### src/rtl/board_run_ctrl_if.sv
// Board run-controller bus: button/switch/probe inputs and CPU run-control outputs.
interface board_run_ctrl_if #(
  parameter int unsigned DW  = 8,
  parameter int unsigned NCH = 4,
  parameter int unsigned CW  = 16
);
  localparam int unsigned SW = (NCH > 1) ? $clog2(NCH) : 1;

  logic              btn_mode;
  logic              btn_step;
  logic [SW-1:0]     sw_sel;
  logic [NCH*DW-1:0] probe;
  logic              cpu_ce;
  logic              cpu_en;
  logic [1:0]        run_state;
  logic [CW-1:0]     cycle_cnt;
  logic [DW-1:0]     led;

  // Board side: drives buttons, switches and probes; observes run control.
  modport master (
    output btn_mode, btn_step, sw_sel, probe,
    input  cpu_ce, cpu_en, run_state, cycle_cnt, led
  );

  // Controller side.
  modport slave (
    input  btn_mode, btn_step, sw_sel, probe,
    output cpu_ce, cpu_en, run_state, cycle_cnt, led
  );
endinterface

### src/rtl/board_run_ctrl.sv
// Board-level HALT/RUN/STEP controller: debounced buttons, divided CPU clock
// enable, retired-cycle counter and LED view of a selectable debug channel.
module board_run_ctrl #(
  parameter int unsigned DIV       = 4,
  parameter int unsigned DB_CYCLES = 1000,
  parameter int unsigned DW        = 8,
  parameter int unsigned NCH       = 4,
  parameter int unsigned CW        = 16
) (
  input  logic               clk_undiv,
  input  logic               rst,
  board_run_ctrl_if.slave    bus
);

  localparam int unsigned SW  = (NCH > 1) ? $clog2(NCH) : 1;
  localparam int unsigned DVW = (DIV > 1) ? $clog2(DIV) : 1;
  localparam int unsigned DBW = (DB_CYCLES > 1) ? $clog2(DB_CYCLES) : 1;
  localparam int unsigned NB  = 2;
  localparam int unsigned BTN_MODE = 0;
  localparam int unsigned BTN_STEP = 1;

  localparam logic [DVW-1:0] DIV_LAST = DVW'(DIV - 1);
  localparam logic [DBW-1:0] DB_LAST  = DBW'(DB_CYCLES - 1);

  typedef enum logic [1:0] {
    ST_HALT = 2'b00,
    ST_RUN  = 2'b01,
    ST_STEP = 2'b10
  } state_e;

  // Button path state (index 0 = mode, index 1 = step)
  logic [NB-1:0]          btn_raw;
  logic [NB-1:0]          sync1_q, sync1_d;
  logic [NB-1:0]          sync2_q, sync2_d;
  logic [NB-1:0]          db_lvl_q, db_lvl_d;
  logic [NB-1:0][DBW-1:0] db_cnt_q, db_cnt_d;
  logic [NB-1:0]          strobe_q, strobe_d;

  // Run control state
  state_e                 state_q, state_d;
  logic [DVW-1:0]         div_q, div_d;
  logic                   cpu_ce_q, cpu_ce_d;
  logic                   cpu_en_q, cpu_en_d;
  logic [CW-1:0]          cycle_cnt_q, cycle_cnt_d;
  logic [DW-1:0]          led_q, led_d;

  logic                   mode_stb;
  logic                   step_stb;

  assign btn_raw  = {bus.btn_step, bus.btn_mode};
  assign mode_stb = strobe_q[BTN_MODE];
  assign step_stb = strobe_q[BTN_STEP];

  // Synchronise, debounce and detect the accepted rising edge of each button.
  always_comb begin
    sync1_d  = btn_raw;
    sync2_d  = sync1_q;
    db_lvl_d = db_lvl_q;
    db_cnt_d = db_cnt_q;
    strobe_d = '0;
    for (int i = 0; i < NB; i++) begin
      if (sync2_q[i] == db_lvl_q[i]) begin
        // Back at the accepted level: any run of differing samples is a bounce.
        db_cnt_d[i] = '0;
      end else if (db_cnt_q[i] == DB_LAST) begin
        // This is the DB_CYCLES-th consecutive differing sample: accept it.
        db_cnt_d[i] = '0;
        db_lvl_d[i] = sync2_q[i];
        strobe_d[i] = sync2_q[i];
      end else begin
        db_cnt_d[i] = db_cnt_q[i] + DBW'(1);
      end
    end
  end

  // Button path registers.
  always_ff @(posedge clk_undiv or negedge rst) begin
    if (!rst) begin
      sync1_q  <= '0;
      sync2_q  <= '0;
      db_lvl_q <= '0;
      db_cnt_q <= '0;
      strobe_q <= '0;
    end else begin
      sync1_q  <= sync1_d;
      sync2_q  <= sync2_d;
      db_lvl_q <= db_lvl_d;
      db_cnt_q <= db_cnt_d;
      strobe_q <= strobe_d;
    end
  end

  // Run-state transitions; mode strobe wins over step strobe.
  always_comb begin
    state_d = state_q;
    case (state_q)
      ST_HALT: begin
        if (mode_stb) begin
          state_d = ST_RUN;
        end else if (step_stb) begin
          state_d = ST_STEP;
        end
      end
      ST_RUN: begin
        if (mode_stb) begin
          state_d = ST_HALT;
        end
      end
      ST_STEP: begin
        state_d = mode_stb ? ST_RUN : ST_HALT;
      end
      default: begin
        state_d = ST_HALT;
      end
    endcase
  end

  // State register.
  always_ff @(posedge clk_undiv or negedge rst) begin
    if (!rst) begin
      state_q <= ST_HALT;
    end else begin
      state_q <= state_d;
    end
  end

  // Divider, clock enable, enable, retired-cycle count and LED mux.
  always_comb begin
    div_d       = '0;
    cpu_ce_d    = 1'b0;
    cpu_en_d    = (state_q != ST_HALT);
    cycle_cnt_d = cycle_cnt_q + CW'(cpu_ce_q);
    led_d       = '0;

    // The divider is zero in every non-RUN state, so each RUN entry starts at 0.
    if (state_q == ST_RUN) begin
      div_d = (div_q == DIV_LAST) ? '0 : div_q + DVW'(1);
    end

    if (((state_q == ST_RUN) && (div_q == DIV_LAST)) || (state_q == ST_STEP)) begin
      cpu_ce_d = 1'b1;
    end

    // Unmatched selects (non-power-of-two NCH) leave the LED dark.
    for (int k = 0; k < NCH; k++) begin
      if (bus.sw_sel == SW'(k)) begin
        led_d = bus.probe[k*DW +: DW];
      end
    end
  end

  // Output and datapath registers.
  always_ff @(posedge clk_undiv or negedge rst) begin
    if (!rst) begin
      div_q       <= '0;
      cpu_ce_q    <= 1'b0;
      cpu_en_q    <= 1'b0;
      cycle_cnt_q <= '0;
      led_q       <= '0;
    end else begin
      div_q       <= div_d;
      cpu_ce_q    <= cpu_ce_d;
      cpu_en_q    <= cpu_en_d;
      cycle_cnt_q <= cycle_cnt_d;
      led_q       <= led_d;
    end
  end

  assign bus.cpu_ce    = cpu_ce_q;
  assign bus.cpu_en    = cpu_en_q;
  assign bus.run_state = state_q;
  assign bus.cycle_cnt = cycle_cnt_q;
  assign bus.led       = led_q;

endmodule
### src/flat_wrapper.sv
// flat-port wrapper written by rule: the top's interface ports become plain ports
module board_run_ctrl_flat 
#(
  parameter int unsigned DIV       = 4,
  parameter int unsigned DB_CYCLES = 1000,
  parameter int unsigned DW        = 8,
  parameter int unsigned NCH       = 4,
  parameter int unsigned CW        = 16
)
  (clk_undiv, rst, bus_btn_mode, bus_btn_step, bus_sw_sel, bus_probe, bus_cpu_ce, bus_cpu_en, bus_run_state, bus_cycle_cnt, bus_led);
  board_run_ctrl_if #(.DW(DW), .NCH(NCH), .CW(CW)) bus_i ();
  input  logic clk_undiv;
  input  logic rst;
  input wire logic [$bits(bus_i.btn_mode)-1:0] bus_btn_mode;
  input wire logic [$bits(bus_i.btn_step)-1:0] bus_btn_step;
  input wire logic [$bits(bus_i.sw_sel)-1:0] bus_sw_sel;
  input wire logic [$bits(bus_i.probe)-1:0] bus_probe;
  output wire logic [$bits(bus_i.cpu_ce)-1:0] bus_cpu_ce;
  output wire logic [$bits(bus_i.cpu_en)-1:0] bus_cpu_en;
  output wire logic [$bits(bus_i.run_state)-1:0] bus_run_state;
  output wire logic [$bits(bus_i.cycle_cnt)-1:0] bus_cycle_cnt;
  output wire logic [$bits(bus_i.led)-1:0] bus_led;
  assign bus_i.btn_mode = bus_btn_mode;
  assign bus_i.btn_step = bus_btn_step;
  assign bus_i.sw_sel = bus_sw_sel;
  assign bus_i.probe = bus_probe;
  assign bus_cpu_ce = bus_i.cpu_ce;
  assign bus_cpu_en = bus_i.cpu_en;
  assign bus_run_state = bus_i.run_state;
  assign bus_cycle_cnt = bus_i.cycle_cnt;
  assign bus_led = bus_i.led;
  board_run_ctrl #(.DIV(DIV), .DB_CYCLES(DB_CYCLES), .DW(DW), .NCH(NCH), .CW(CW)) u_core (.clk_undiv(clk_undiv), .rst(rst), .bus(bus_i));
endmodule
### config.mk
export PLATFORM = sky130hd
export DESIGN_NAME = board_run_ctrl_flat
export DESIGN_NICKNAME = d
export VERILOG_FILES = /design/src/rtl/board_run_ctrl_if.sv /design/src/rtl/board_run_ctrl.sv /design/src/flat_wrapper.sv
export SDC_FILE = /design/constraint.sdc
export NUM_CORES = 1
export LEC_CHECK = 0
export ABC_CLOCK_PERIOD_IN_PS = 1600
export BUFFER_PORTS_ARGS = -buffer_cell sky130_fd_sc_hd__buf_2
export CAP_MARGIN = 30
export CORE_MARGIN = 2
export CORE_UTILIZATION = 47
export CTS_CLUSTER_DIAMETER = 40
export CTS_CLUSTER_SIZE = 14
export DETAILED_ROUTE_END_ITERATION = 10
export GPL_TIMING_DRIVEN = 0
export HOLD_SLACK_MARGIN = 0.08
export PLACE_DENSITY = 0.79
export SLEW_MARGIN = 25
export SYNTH_ARGS = -nofsm -noshare
export SYNTH_HDL_FRONTEND = slang
export SYNTH_SLANG_ARGS = --single-unit
### constraint.sdc
create_clock -name clk_undiv -period 1.6 [get_ports clk_undiv]
set_input_delay 0.32 -clock clk_undiv [delete_from_list [all_inputs] [get_ports clk_undiv]]
set_output_delay 0.32 -clock clk_undiv [all_outputs]
set_load 0.05 [all_outputs]
==> out/qor.csv <==
stage;metric;value;unit
status;status;finished, final reports clean;
timing;clock skew;0.00466;ns
die;core footprint;5200;µm²
drt;DRT Pass-1 Iters;4;
synth;Synth Area per Inst;12.5;µm²
worst_setup_path;crit-path leading delay family;simple AND/OR/NAND/NOR gates;
synth;Post-Syn Area;2580;µm²
synth;syn_nets;250;
grt;first-pass GRT wire length;7950;µm
worst_setup_path;R2R depth;5;
min_path;Tightest Hold Check Type;input pin to flop;
grt;pin count of the biggest net entering global routing;59;
die;Die Wd;78.1;µm
placed_design;DP Worst Slack;-0.0500;ns
drt;post-DR wirelength/cell;13.5;µm
finish;share of layout cells above drive strength 1;37.9;%
timing;endpoints failing setup;0;
worst_setup_path;CP Capture Type;flop;
grt;grt ovf;0;
finish;most common cell after layout, fill and taps aside;buf_2;
timing;fmax;642;MHz
worst_setup_path;worst-path cell chain;ha_4, ha_4, and4_4, or3b_4, xnor2_1;
drt;initial drt markers;84;
clock_network;clock insertion delay at the later pin of the skew report;0.33;ns
pwr;maximum vdd drop;0.000685;V
finish;synth-to-layout area growth;27.0;%
grt;all-layer global routing usage;16.9;%
worst_setup_path;Setup CP Type;flop to flop;
clock_network;H-tree depth;3;
worst_setup_path;WP depth;5;
worst_setup_path;arrival time worst endpoint;1.77;ns
timing;Max Slew Vio Count;0;
clock_network;CTS tree;built;
finish;Net count, final;329;
finish;storage element area;1460;µm²
placed_design;IO buf count;63;
die;FP Rows;26;
worst_setup_path;crit start category;flop;
synth;Post-synth EDFFs;0;
finish;area of the multi-input gates;1150;µm²
worst_setup_path;crit path max-delay cell type;dfrtp_2;
clock_network;clk root buf;clkbuf_8;
drt;final wirelength;4870;µm
synth;Yosys cell types;40;
drt;# DRC;0;
grt;initial antenna violation count;0;
timing;Hold Vio Cnt, Final;0;
grt;vias in the first global route;1892;
synth;top_reg_cell synth;dfrtp_1;
timing;Tcrit/Tclk final;97.4;%
die;io pins;66;
synth;ys async rst share;100;%
placed_design;Placed Cells;340;
finish;final core utilization;62.9;%
finish;Final Non-Filler Cells;360;
timing;slew margin rel.;52.7;%
synth;sequential area share after synthesis;56.3;%
clock_network;TritonCTS buffer count;9;
timing;RSZ-0062 raised after global routing;false;
min_path;Hold Path Depth;1;
synth;Post-Synthesis Cells;207;
placed_design;Placer Congestion;0.781;
synth;flop and latch count out of synthesis;58;
finish;number of fill cells;430;
pwr;PwrDens;938;nW/µm²
die;Initial Util;49.5;%
clock_network;clk slew on worst S/H paths;0.06;ns
pwr;Static Leakage;1.52;nW
drt;Vias/cell;5.45;
timing;Least-Margin Pin Slew;0.709;ns
placed_design;dpl hpwl;3490;µm
die;Die H;78.1;µm
clock_network;clk sinks;58;
worst_setup_path;crit-path max cell delay;0.39;ns
worst_setup_path;most frequent CP cell;ha_4;
timing;fin crit period;1.56;ns
job;Max-Cap Viols;0;
die;die area;6090;µm²
worst_setup_path;Critical path buffers and inverters;0;
synth;Synth Warn #;0;
timing;post-route worst setup slack;0.0421;ns
finish;most frequent cells in the layout;63 x buf_2, 53 x dfrtp_1, 13 x xor2_1, 13 x nand2_1, 13 x nor2_1;
drt;via count;1962;
worst_setup_path;peak fanout along the critical path;3;
drt;number of nets with antenna violations after routing;0;
finish;ant diodes;0;
worst_setup_path;required time worst endpoint;1.81;ns
clock_network;maximum clock path buffer count;2;
[cell type report]
type	instances	share of cell area, %
buffer	2	0.267
inverter	7	0.802
multi-input combinational	140	35.2
sequential	58	44.5
timing repair buffer	68	10.9
clock inverter	3	1.22
clock buffer	12	4.43
tap	70	2.67
[registers in the layout, indices dropped and copies added, names as in the netlist]
name and cells:
u_core.bus.cpu_en 1, u_core.bus.cycle_cnt 16, u_core.bus.led 8, u_core.sync2_q 2
u_core.db_lvl_q 2, u_core.div_q 2, u_core.sync1_q 2, u_core.bus.cpu_ce 1
u_core.bus.run_state 2, u_core.db_cnt_q 20, u_core.strobe_q 2
[cell usage after synthesis, types with 3 or more instances]
master / n / area, µm²
xnor2_1: 10 / 87.6
nand4_1: 8 / 50.1
dfrtp_1: 58 / 1450
mux4_2: 8 / 180
nor2_1: 13 / 48.8
xor2_1: 13 / 114
a21oi_1: 6 / 30.0
o21ai_0: 6 / 30.0
nor4_1: 4 / 25.0
ha_1: 5 / 62.6
inv_1: 7 / 26.3
nand2_1: 13 / 48.8
nand3_1: 10 / 50.1
o31ai_1: 3 / 22.5
nor3_1: 3 / 15.0
or3_1: 6 / 37.5
[through the flow]
| step | setup TNS (ns) | power (mW) | hold WS (ns) | area (µm²) |
|---|---|---|---|---|
| 6_report | 0 | 3.07 | 0.0949 | 3280 |
| 5_1_grt | 0 | 3.19 | 0.0808 | 3280 |
| 4_1_cts | 0 | 3.11 | 0.0839 | 3230 |
| 3_5_place_dp | -0.202 | 1.81 | 0.336 | 3030 |
| 3_3_place_gp | -0.121 | 1.80 | 0.333 | 3030 |
| 2_1_floorplan | -0.111 | 1.70 | 0.0244 | 2630 |
[final timing paths]
path,end,start,slack [ns]
hold reg to reg,u_core.sync2_q[1],u_core.sync1_q[1],0.35
hold / removal,u_core.sync1_q[1],bus_btn_step,0.09
min in group asynchronous,u_core.bus.cycle_cnt[14],rst,0.59
max in group asynchronous,u_core.bus.cpu_ce,rst,0.50
setup reg to reg,u_core.bus.cycle_cnt[10],u_core.bus.cycle_cnt[0],0.04
setup / recovery,u_core.bus.cycle_cnt[10],u_core.bus.cycle_cnt[0],0.04
[logic make-up (layout without fill, tap and decap cells)]
kind of cell | after synthesis | after routing | share of synthesized area, %
compound gates | 26 | 26 | 6.36
xor+xnor | 23 | 23 | 7.81
fa+ha+maj | 5 | 5 | 2.43
buf+inv | 9 | 92 | 1.36
flops | 58 | 58 | 56.3
mux | 12 | 12 | 8.78
simple gates | 74 | 74 | 17.0
[per-layer routing]
layer / up-vias / GRT usage, % / wire (µm)
met5: - / 0 / 0
met4: 0 / 8.07 / 90
met3: 10 / 5.52 / 350
met2: 83 / 28.4 / 2400
met1: 950 / 19.6 / 2030
li1: 919 / - / -
[report_power, final]
part / total (mW) / switching, mW / internal, mW
Clock: 1.29 / 0.540 / 0.749
Combinational: 0.259 / 0.157 / 0.102
Sequential: 1.53 / 0.0217 / 1.50
Total: 3.07 / 0.718 / 2.36
[what timing repair did]
| item | in CTS | in global routing |
|---|---|---|
| gates resized for setup | 2 | 2 |
| endpoints found under the hold margin | 58 | 0 |
| endpoints found under the setup margin | 6 | 2 |
| pin swaps | 0 | 1 |
| buffers inserted | 0 | 4 |
| hold buffers | 1 | 0 |
No activity file was read; power rests on OpenSTA's default activity.
